==> src/rtl/traffic_light_pkg.sv <==
// Shared types and lamp patterns for the pedestrian-request traffic light.
// Lamp patterns are ordered {led2, led1, led0} = {green, yellow, red}.
package traffic_light_pkg;

  typedef enum logic [1:0] {
    RED         = 2'd0,
    GREEN       = 2'd1,
    GREEN_BLINK = 2'd2,
    YELLOW      = 2'd3
  } state_e;

  localparam logic [2:0] LED_RED = 3'b001;
  localparam logic [2:0] LED_YEL = 3'b010;
  localparam logic [2:0] LED_GRN = 3'b100;
  localparam logic [2:0] LED_OFF = 3'b000;

endpackage

==> src/rtl/btn_sync_edge.sv <==
// Button synchronizer: two metastability flops, a third flop for history, and a
// single-cycle rising-edge pulse.
module btn_sync_edge (
  input  logic clk,
  input  logic res,
  input  logic btn,
  output logic pulse
);

  logic sync1_q, sync2_q, sync3_q;

  always_ff @(posedge clk or negedge res) begin
    if (!res) begin
      sync1_q <= 1'b0;
      sync2_q <= 1'b0;
      sync3_q <= 1'b0;
    end else begin
      sync1_q <= btn;
      sync2_q <= sync1_q;
      sync3_q <= sync2_q;
    end
  end

  assign pulse = sync2_q & ~sync3_q;

endmodule

==> src/rtl/traffic_light_top.sv <==
// Pedestrian-request traffic light: rests in RED, runs GREEN -> GREEN_BLINK -> YELLOW
// once per button press, and drives the three lamps from a registered pattern.
module traffic_light_top
  import traffic_light_pkg::*;
#(
  parameter int unsigned MIN_RED_CYCLES = 100,
  parameter int unsigned GREEN_CYCLES   = 500,
  parameter int unsigned BLINK_CYCLES   = 120,
  parameter int unsigned BLINK_HALF     = 20,
  parameter int unsigned YELLOW_CYCLES  = 200,
  parameter int unsigned CNT_W          = 16
) (
  input  logic clk,
  input  logic res,
  input  logic btn,
  output logic led0,
  output logic led1,
  output logic led2
);

  localparam logic [CNT_W-1:0] MIN_RED_LAST = CNT_W'(MIN_RED_CYCLES - 1);
  localparam logic [CNT_W-1:0] GREEN_LAST   = CNT_W'(GREEN_CYCLES - 1);
  localparam logic [CNT_W-1:0] BLINK_LAST   = CNT_W'(BLINK_CYCLES - 1);
  localparam logic [CNT_W-1:0] YELLOW_LAST  = CNT_W'(YELLOW_CYCLES - 1);
  localparam logic [CNT_W-1:0] HALF_LAST    = CNT_W'(BLINK_HALF - 1);
  localparam logic [CNT_W-1:0] CNT_MAX      = '1;

  logic             pulse;
  state_e           state_q, state_d;
  logic [CNT_W-1:0] cnt_q, cnt_d;
  logic [CNT_W-1:0] half_q, half_d;
  logic             req_q, req_d;
  logic [2:0]       led_q, led_d;

  btn_sync_edge u_btn_sync_edge (
    .clk   (clk),
    .res   (res),
    .btn   (btn),
    .pulse (pulse)
  );

  always_ff @(posedge clk or negedge res) begin
    if (!res) begin
      state_q <= RED;
      cnt_q   <= '0;
      half_q  <= '0;
      req_q   <= 1'b0;
      led_q   <= LED_RED;
    end else begin
      state_q <= state_d;
      cnt_q   <= cnt_d;
      half_q  <= half_d;
      req_q   <= req_d;
      led_q   <= led_d;
    end
  end

  always_comb begin
    state_d = state_q;
    req_d   = req_q;
    cnt_d   = cnt_q;
    half_d  = '0;
    led_d   = LED_RED;

    case (state_q)
      RED: begin
        // A pulse in the same cycle the minimum expires is honoured directly.
        if ((req_q || pulse) && cnt_q >= MIN_RED_LAST) begin
          state_d = GREEN;
        end else if (pulse) begin
          req_d = 1'b1;
        end
      end
      GREEN:       if (cnt_q == GREEN_LAST)  state_d = GREEN_BLINK;
      GREEN_BLINK: if (cnt_q == BLINK_LAST)  state_d = YELLOW;
      YELLOW:      if (cnt_q == YELLOW_LAST) state_d = RED;
      default:     state_d = RED;
    endcase

    if (state_d == GREEN && state_q != GREEN) begin
      req_d = 1'b0;
    end

    if (state_d != state_q) begin
      cnt_d = '0;
    end else if (cnt_q != CNT_MAX) begin
      cnt_d = cnt_q + 1'b1;
    end

    // Lamp pattern follows the next state so lamps change on the same edge as the FSM.
    case (state_d)
      RED:    led_d = LED_RED;
      GREEN:  led_d = LED_GRN;
      YELLOW: led_d = LED_YEL;
      GREEN_BLINK: begin
        if (state_q != GREEN_BLINK) begin
          led_d = LED_GRN;
        end else if (half_q == HALF_LAST) begin
          led_d = led_q[2] ? LED_OFF : LED_GRN;
        end else begin
          half_d = half_q + 1'b1;
          led_d  = led_q[2] ? LED_GRN : LED_OFF;
        end
      end
      default: led_d = LED_RED;
    endcase
  end

  assign led0 = led_q[0];
  assign led1 = led_q[1];
  assign led2 = led_q[2];

endmodule

==> config.mk <==
export PLATFORM = sky130hd
export DESIGN_NAME = traffic_light_top
export DESIGN_NICKNAME = d
export VERILOG_FILES = /design/src/rtl/traffic_light_pkg.sv /design/src/rtl/btn_sync_edge.sv /design/src/rtl/traffic_light_top.sv
export SDC_FILE = /design/constraint.sdc
export NUM_CORES = 1
export LEC_CHECK = 0
export ABC_AREA = 1
export BUFFER_PORTS_ARGS = -buffer_cell sky130_fd_sc_hd__buf_2
export CORE_MARGIN = 3
export CORE_UTILIZATION = 40
export DETAILED_ROUTE_END_ITERATION = 6
export GPL_TIMING_DRIVEN = 1
export SLEW_MARGIN = 20
export SYNTH_ARGS = -nofsm -noshare
export SYNTH_HDL_FRONTEND = slang
export SYNTH_SLANG_ARGS = --single-unit
==> constraint.sdc <==
create_clock -name clk -period 1.7 [get_ports clk]
set_input_delay 0.255 -clock clk [delete_from_list [all_inputs] [get_ports clk]]
set_output_delay 0.255 -clock clk [all_outputs]
set_load 0.02 [all_outputs]
Word-level counts from Yosys, hierarchy flattened
Index checks and enable logic that the tools add are counted.

operators by class
  mux-type cells = 19
  order comparisons = 1
  bitwise logic cells = 2
  add/sub/neg operators = 2
  equal/unequal tests = 15
  reduce and logical (&&, ||, !) cells = 9

operators with widths
  cell                                                  count
  2-to-1 mux 16 bit                                     5
  adder 16 x 1 -> 16 bit, second input constant         2
  == test 16 x 5 -> 1 bit, second input constant        1
  == test 16 x 7 -> 1 bit, second input constant        1
  == test 16 x 8 -> 1 bit, second input constant        1
  == test 16 x 9 -> 1 bit, second input constant        1
  >= comparator 16 x 7 -> 1 bit, second input constant  1
  != test 16 bit, second input constant                 1
  2-to-1 mux 3 bit                                      4
  one-hot mux 3 bit (4 select lines)                    1
  == test 2 bit, second input constant                  4
  2-to-1 mux 2 bit                                      4
  one-hot mux 2 bit (4 select lines)                    1
  nonzero test 2 bit                                    3
  == test 2 x 1 -> 1 bit, second input constant         2
  zero test 2 bit                                       2
  2-to-1 mux 1 bit                                      4
  != test 2 x 1 -> 1 bit, second input constant         2
  AND reduction 3 bit                                   1
  logical AND 1 bit                                     2
  != test 2 bit                                         1
  != test 2 bit, second input constant                  1
  bitwise AND 1 bit                                     1
  logical OR 1 bit                                      1
  NOT 1 bit                                             1

word-level totals
  input bits = 3
  output and inout port bits = 3
  register bits after elaboration = 41
  word-level logic and storage cells = 56

Logic depth before layout (Yosys ltp)
Gate-level depths: netlist (run 1).

  depth in word-level cells = 10
  depth in mapped cells = 13
  depth with buffers taken out = 12

Cells and area by module
From an unflattened synthesis (run 1), not the netlist that was laid out.

unflattened totals
  cell total of the unflattened synthesis = 321
  area, all modules = 2511.2 sq um

by module, submodules not included
  module             area each (sq um)  cells each  times used  sequential area each (sq um)
  traffic_light_top  2426.1             316         1           952.2
  btn_sync_edge      85.1               5           1           75.1

Least setup slack after synthesis (run 1)
OpenSTA, ideal clock, no wires.

  kind = register to register
  start = reg cnt_q[0]
  end = reg cnt_q[5]
  path buffers = 1
  path slack = 0.081 ns
  required time = 1.584 ns
  period minus slack after synthesis = 1.619 ns
  setup time = 0.116 ns
  cell stages (with the launch flop) = 12
  arrival = 1.503 ns
  cells stage by stage = dfrtp_1 > ha_1 > nand2_1 > nor2_2 > nand2_1 > nor2_4 > nand3_2 > buf_6 > nand3_1 > nand2_1 > nand3b_1 > nor2_2

on the way
  word-level cells in the longest chain between the ends = 6
  elaborated cells between the ends (all ways) = 16
  classes of those cells = add/sub (1); order compare (1); eq/ne (5); mux (7); reduce/logical (2)

RTL lines
  element                                                         RTL line                 source
  from (decl)                                                     traffic_light_top.sv:30  logic [CNT_W-1:0] cnt_q, cnt_d;
  from (signal assigned)                                          traffic_light_top.sv:51  cnt_q <= cnt_d;
  >= comparator 16 x 7 -> 1 bit                                   traffic_light_top.sv:68  if ((req_q || pulse) && cnt_q >= MIN_RED_LAST) begin
  logical AND 1 bit                                               traffic_light_top.sv:68
  2-to-1 mux 2 bit                                                traffic_light_top.sv:68
  one-hot mux 2 bit (4 select lines)                              traffic_light_top.sv:65  case (state_q)
  != test 2 bit                                                   traffic_light_top.sv:84  if (state_d != state_q) begin
  2-to-1 mux 16 bit / nonzero test 2 bit (equally long branches)  n/a

Several ways; a longest one is shown, not always the timed one. The select of a mux whose other input is x is not followed.
A chain may end at the register's enable or synchronous reset.

Worst setup path after layout (run 1)
  start = reg cnt_q[1]
  end = reg half_q[0]

on the way
  word-level cells in the longest chain between the ends = 6
  elaborated cells between the ends (all ways) = 12
  classes of those cells = order compare (1); eq/ne (4); mux (6); reduce/logical (1)

RTL lines
  element                                 RTL line                 source
  >= comparator 16 x 7 -> 1 bit           traffic_light_top.sv:68
  logical AND 1 bit                       traffic_light_top.sv:68
  2-to-1 mux 2 bit                        traffic_light_top.sv:68
  one-hot mux 2 bit (4 select lines) (*)  traffic_light_top.sv:65
  via state_d[1]                          traffic_light_top.sv:29  state_e state_q, state_d;
  == test 2 bit (*)                       traffic_light_top.sv:91  case (state_d)
  2-to-1 mux 16 bit (*)                   traffic_light_top.sv:91
  via half_d[0]                           traffic_light_top.sv:31  logic [CNT_W-1:0] half_q, half_d;
  to (signal assigned)                    traffic_light_top.sv:52  half_q <= half_d;
  to (decl)                               traffic_light_top.sv:31

Mark *: on every way through the listed nets, which the timed path passes. The rest lies on a longest branch.

==> results.py, run 1 <==
metrics = {
    "outcome": {
        "status": "completed",
    },
    "synth": {
        "yosysTopAreaCell": "dfrtp_1",
        "yosys-top-cells-count": "nand2_1, inv_1, dfrtp_1, nand3_1, nor2_1",
        "netlist_area_um2": 2460,
        "yosysWarnings": 0,
        "syn_nets": 328,
        "syn_inst": 323,
        "yosysSeqAreaShare_pct": 41.8,
        "synth_edf_count": 0,
        "synth_cell_types": 33,
        "netlist.area_leader.share_pct": 40.8,
        "syn_avg_cell_area_um2": 7.60,
        "synth_seq_cells": 41,
        "synthFlopType": "dfrtp_1",
        "yosysMostFrequentCell": "nand2_1",
        "netlist_top_cells_area": "dfrtp_1, nand2_1, nand3_1",
        "ys_async_sr_fraction_pct": 100,
    },
    "timing": {
        "period_share_pct": 98.7,
        "rsz0062_at_grt": "true",
        "worst_slew_pin_slew_ns": 0.459,
        "drv_slew": 0,
        "setup_viol": 0,
        "finClkSkew_ns": 0.00510,
        "max_freq_mhz": 596,
        "finalHoldViolCount": 0,
        "min_period_ns": 1.68,
        "relSlewSlack_pct": 69.3,
    },
    "route": {
        "drtIter0Drc": 150,
        "routed_via_density": 5.21,
        "vias": 2293,
        "wire_per_inst_um": 13.8,
        "firstDrtPassIters": 4,
        "drc": 0,
        "wirelength_um": 6050,
        "ant_nets": 0,
    },
    "cells_and_area": {
        "syn_to_final_growth_pct": 29.0,
        "finish.instance_area_um2": 3170,
        "final_layout_size_suffix_gt1_share_pct": 32.6,
        "nets": 372,
        "fin_cells": 440,
        "diodes": 0,
    },
    "setup_path": {
        "cp_top_family": "simple AND/OR/NAND/NOR gates",
        "start_kind": "flip-flop",
        "path_cells": "ha_4 -> nand3_2 -> nor2_4 -> nand4_1 -> nand3_4 -> buf_4 -> nand3_1 -> nor2_1",
        "path_max_fanout": 6,
        "max_stage_delay_ns": 0.41,
        "crit_buf_inv": 1,
        "critPathKind": "flip-flop to flip-flop",
        "critPathRequiredTime_ns": 1.92,
        "cp_slowest_cell": "dfrtp_1",
        "crit_path_end_kind": "flip-flop",
        "cp_data_arrival_time_ns": 1.90,
    },
    "place": {
        "placed_area_um2": 2750,
        "hpwl_um": 4040,
        "globalplace.congestion": 0.839,
        "port_buffers": 5,
        "dp.cells": 423,
    },
    "floorplan": {
        "core_um2": 5710,
        "rows": 27,
        "io_pins": 6,
        "dieArea_um2": 7120,
        "initial_core_util_pct": 43.0,
        "fp.dieH_um": 84.4,
        "chipWidth_um": 84.4,
    },
    "global_route": {
        "grt-ovfl-total": 0,
        "grt_max_degree": 25,
        "antenna_found_initial": 0,
        "grt_use_total_pct": 16.2,
        "grt_pass1_wl_um": 9320,
        "grt_pass1_vias": 2004,
    },
    "clock_tree": {
        "clockBufferDepth": 2,
        "root_buffer": "clkbuf_8",
        "cts_sinks": 41,
        "htree_num_levels": 2,
        "cts_tree": "built",
        "path_clk_slew_ns": 0.08,
        "numCtsBuffers": 5,
        "clk_latency_ns": 0.29,
    },
    "run": {
        "maxCapViolCount": 0,
    },
    "power_and_ir_drop": {
        "p_per_area_nw_per_um2": 527,
        "power_leakage_nw": 1.44,
        "ir_worst_vdd_uv": 326,
    },
    "worst_hold_path": {
        "worstHoldPathType": "input port to flip-flop",
    },
}
-- cells by family (layout without fill, tap and decap cells) --
group	count (synthesis)	count (layout)	share of synthesized area [%]
buffers and inverters	56	99	9.83
AO/OA/AOI/OAI	25	25	5.50
adder cells (fa/ha/maj)	2	2	1.02
flip-flops	41	41	41.8
XOR/XNOR	8	8	2.85
AND/OR/NAND/NOR	191	193	39.0
-- worst register-to-register path: stages (launching register included) --
cell,delay [ns]
dfrtp_1,0.41
ha_4,0.21
nand3_2,0.11
nor2_4,0.12
nand4_1,0.19
nand3_4,0.19
buf_4,0.19
nand3_1,0.09
nor2_1,0.11
-- registers in the layout, indices dropped and copies added (netlist names) --
register                 count
cnt_q                       16
half_q                      16
led_q                        3
req_q                        1
state_q                      2
u_btn_sync_edge.sync1_q      1
u_btn_sync_edge.sync2_q      1
u_btn_sync_edge.sync3_q      1
-- cell usage in the layout, fill, tap and decap left out, drive strengths merged --
| master | count |
|---|---|
| a21oi | 3 |
| buf | 37 |
| clkbuf | 9 |
| clkinv | 2 |
| dfrtp | 40 |
| dfstp | 1 |
| dlygate4sd3 | 1 |
| ha | 2 |
| inv | 50 |
| nand2 | 63 |
| nand3 | 40 |
| nand3b | 3 |
| nand4 | 17 |
| nor2 | 57 |
| nor3 | 10 |
| nor4 | 2 |
| o211ai | 1 |
| o21ai | 19 |
| o22ai | 1 |
| o31ai | 1 |
| or2 | 1 |
| xnor2 | 2 |
| xor2 | 6 |
-- through the flow --
stage / setup WS, ns / hold WS [ns] / utilization, % / TNS [ns] / total power, mW
6_report: 0.0223 / 0.0634 / 55.5 / 0 / 1.67
3_3_place_gp: 0.0206 / 0.214 / 48.2 / 0 / 1.03
2_1_floorplan: 0.0810 / -0.0406 / - / 0 / 0.999
4_1_cts: 0.000860 / 0.0597 / 50.3 / 0 / 1.69
3_5_place_dp: -0.0383 / 0.219 / 48.2 / -0.132 / 1.03
5_1_grt: -0.104 / 0.0662 / 55.5 / -1.51 / 1.73
-- layer usage --
metal | wire, um | up-vias | global-route usage, % | part of all wire, %
met2 | 2660 | 59 | 22.9 | 44
met4 | 84 | 0 | 5.32 | 1.4
met3 | 262 | 7 | 3.14 | 4.3
li1 | - | 1147 | - | -
met5 | 0 | - | 0 | 0
met1 | 3050 | 1080 | 24.6 | 50
-- final timing paths --
path	from	end	slack, ns	cells past startpoint
min in group asynchronous	res	cnt_q[11]	0.43	2
setup / recovery	cnt_q[1]	half_q[0]	0.02	8
hold reg to reg	u_btn_sync_edge.sync1_q	u_btn_sync_edge.sync2_q	0.36	0
max in group asynchronous	res	cnt_q[6]	0.79	3
setup reg to reg	cnt_q[1]	half_q[0]	0.02	8
hold / removal	btn	u_btn_sync_edge.sync1_q	0.06	1
-- power by group --
group          internal (mW)  switching [mW]  total [mW]
Sequential             0.978         0.00131       0.979
Clock                  0.331           0.330       0.662
Combinational        0.00785          0.0200      0.0279
-- layout make-up --
type | instances | area, um2
Inverter | 52 | 196
Timing Repair Buffer | 39 | 329
Fill cell | 520 | 2540
Clock buffer | 8 | 90.1
Multi-Input combinational cell | 228 | 1430
Sequential cell | 41 | 1030
Tap cell | 72 | 90.1
-- timing repair --
action | 4_1_cts | 5_1_grt
hold endpoints to repair | 16 | 0
pin swaps | 1 | 19
hold buffers | 1 | 0
gates resized for setup | 3 | 55
setup endpoints to repair | 8 | 34
setup buffers | 1 | 4
cloned | 0 | 3
No activity file was read; power rests on OpenSTA's default activity.
==> inputs of run 2 (changes only) <==
- CELL_PAD_IN_SITES_DETAIL_PLACEMENT: unset -> 0
- CELL_PAD_IN_SITES_GLOBAL_PLACEMENT: unset -> 1
- GPL_TIMING_DRIVEN: 1 -> 0
- PLACE_DENSITY_LB_ADDON: unset -> 0.1
==> run 2 against run 1 <==
Against the previous run:
- the flow now finishes with violations (negative setup slack)
- first-iteration DRC count grew 13%
- clock skew is 0.0050 ns higher
- core utilization decreased by 1.0 points
- sequential share of layout area up 0.82 points
- global-route usage fell by 0.075 points
- sequential power barely moved
- flip-flop and latch count did not move
- register-to-register slack got worse by 0.06 ns
- non-clock buffer count decreased by 6
- power rose by 7.0%
- fmax shrank 3.2%
- critical path type unchanged
- critical endpoint is now half_q[12]
- largest power group unchanged
==> results.py, run 2 (synthesis gave the netlist of run 1 again) <==
metrics = {
    "power_and_ir_drop": {
        "p_sw_share_pct": 20.7,
        "p_per_area_nw_per_um2": 574,
        "power.share.combinational_pct": 1.2,
        "ir_worst_vdd_uv": 525,
        "power_leakage_nw": 1.42,
        "clkPwrFrac_pct": 44.0,
        "p_int_mw": 1.42,
        "p_switching_mw": 0.369,
        "pwr-share-seq_pct": 54.8,
    },
    "global_route": {
        "grt_use_total_pct": 16.1,
        "grt_pass1_wl_um": 9490,
        "grt_pass1_vias": 1986,
        "antenna_found_initial": 0,
        "grt-ovfl-total": 0,
        "grt_max_degree": 42,
    },
    "setup_path": {
        "max_stage_delay_ns": 0.41,
        "cp_data_arrival_time_ns": 1.95,
        "path_max_fanout": 6,
        "path_cells": "ha_4 -> nand3_2 -> nor2_2 -> nand2_2 -> nand2_2 -> nand2_2 -> inv_2 -> nand2_4 -> nand2_8 -> nand2_8 -> buf_12 -> nor3_4",
        "crit_path_end_kind": "flip-flop",
        "path_common_cell": "nand2_2",
        "critPathKind": "flip-flop to flip-flop",
        "critPathRequiredTime_ns": 1.91,
        "start_kind": "flip-flop",
        "cp_slowest_cell": "dfrtp_1",
    },
    "timing": {
        "period_share_pct": 102,
        "setup_viol": 5,
        "finalHoldViolCount": 0,
        "rsz0062_at_grt": "true",
        "fin_ws_ns": -0.0336,
        "setup_tns_ns": -0.0482,
        "drv_slew": 0,
        "finClkSkew_ns": 0.0101,
        "min_period_ns": 1.73,
        "relSlewSlack_pct": 38.6,
        "worst_slew_pin_slew_ns": 0.921,
        "max_freq_mhz": 577,
    },
    "cells_and_area": {
        "syn_to_final_growth_pct": 26.6,
        "nets": 364,
        "final_common_cell": "nand2_1",
        "final_cell_mix": "nand2_1, inv_1, nand3_1, dfrtp_1, nor2_1",
        "diodes": 0,
        "reg_top3": "cnt_q (16), half_q (16), led_q (3)",
        "finish.instance_area_um2": 3110,
        "final_layout_size_suffix_gt1_share_pct": 32.2,
    },
    "clock_tree": {
        "htree_num_levels": 2,
        "numCtsBuffers": 5,
        "path_clk_slew_ns": 0.08,
        "root_buffer": "clkbuf_8",
        "cts_tree": "built",
        "clockBufferDepth": 2,
        "cts_sinks": 41,
        "clk_latency_ns": 0.29,
    },
    "floorplan": {
        "fp.dieH_um": 84.4,
        "io_pins": 6,
        "core_um2": 5710,
        "initial_core_util_pct": 43.0,
        "chipWidth_um": 84.4,
        "rows": 27,
        "dieArea_um2": 7120,
    },
    "route": {
        "firstDrtPassIters": 4,
        "wire_per_inst_um": 13.6,
        "drc": 0,
        "vias": 2214,
        "wirelength_um": 5860,
        "routed_via_density": 5.13,
        "drtIter0Drc": 170,
        "ant_nets": 0,
    },
    "place": {
        "placed_area_um2": 2570,
        "globalplace.congestion": 0.806,
        "hpwl_um": 3770,
        "port_buffers": 5,
    },
    "outcome": {
        "violations": "negative setup slack",
        "status": "finished with violations",
    },
    "run": {
        "maxCapViolCount": 0,
    },
    "worst_hold_path": {
        "worstHoldPathType": "input port to flip-flop",
    },
}
[run 2: changes by cell type in the layout (fill, tap and decap cells not counted), sizes merged]
cell / change
buf: -6
bufinv: +1
clkbuf: -1
clkinv: +1
dlygate4sd3: -1
nand2: -1
nand3: -1
[run 2: routing by layer]
| metal | global-route usage (%) | part of all wire, % |
|---|---|---|
| met4 | 2.73 | 0.44 |
| met2 | 22.1 | 41 |
| met3 | 3.43 | 2.9 |
| met5 | 0 | 0 |
| met1 | 26.0 | 56 |
[run 2: path summary, 6_finish.rpt]
check / startpoint / end / slack, ns / depth (start not counted)
hold reg to reg: u_btn_sync_edge.sync1_q / u_btn_sync_edge.sync2_q / 0.36 / 0
min in group asynchronous: res / cnt_q[11] / 0.09 / 1
setup / recovery: cnt_q[1] / half_q[12] / -0.03 / 12
setup reg to reg: cnt_q[1] / half_q[12] / -0.03 / 12
hold / removal: btn / u_btn_sync_edge.sync1_q / 0.07 / 1
max in group asynchronous: res / cnt_q[3] / 0.96 / 1
[run 2: area by class of cell]
| type | instances | area [um2] |
|---|---|---|
| plain buffers | 4 | 58.8 |
| clock buffers | 6 | 72.6 |
| clock inverters | 2 | 35.0 |
| fillers | 552 | 2600 |
| inverters | 52 | 196 |
| multi-input cells | 226 | 1380 |
| flip-flops and latches | 41 | 1040 |
| well taps | 72 | 90.1 |
| repair buffers | 29 | 240 |
[run 2: worst max-delay path, delay by kind of cell, from the launching register on]
kind	cells	cell delay, ns
buffers and inverters	2	0.21
and+or+nand+nor	9	0.83
adders and majority gates	1	0.19
DFF	1	0.41
[run 2: timing repair]
action	4_1_cts	5_1_grt
resized for setup	18	42
hold buffers	0	0
pin swaps	5	21
cloned	0	3
buffers inserted	9	12
setup endpoints to repair	32	31
[run 2: power by group through the flow]
stage | clock network, mW | registers, mW | logic (mW)
floorplan | 0 | 0.998 | 0.000419
global placement | 0 | 0.999 | 0.0228
detailed placement | 0 | 0.999 | 0.0231
CTS | 0.808 | 0.979 | 0.0233
global route | 0.856 | 0.980 | 0.0257
finish | 0.786 | 0.979 | 0.0208
[run 2: through the flow]
step	util, %	setup WS (ns)	instances	power [mW]	hold slack, ns
floorplan	-	0.0810	323	0.999	-0.0406
global placement	45.0	-0.160	400	1.02	0.337
detailed placement	45.0	-0.173	400	1.02	0.345
CTS	49.3	-0.0262	417	1.81	0.0649
global route	54.5	-0.128	432	1.86	0.0587
finish	54.5	-0.0336	432	1.79	0.0730
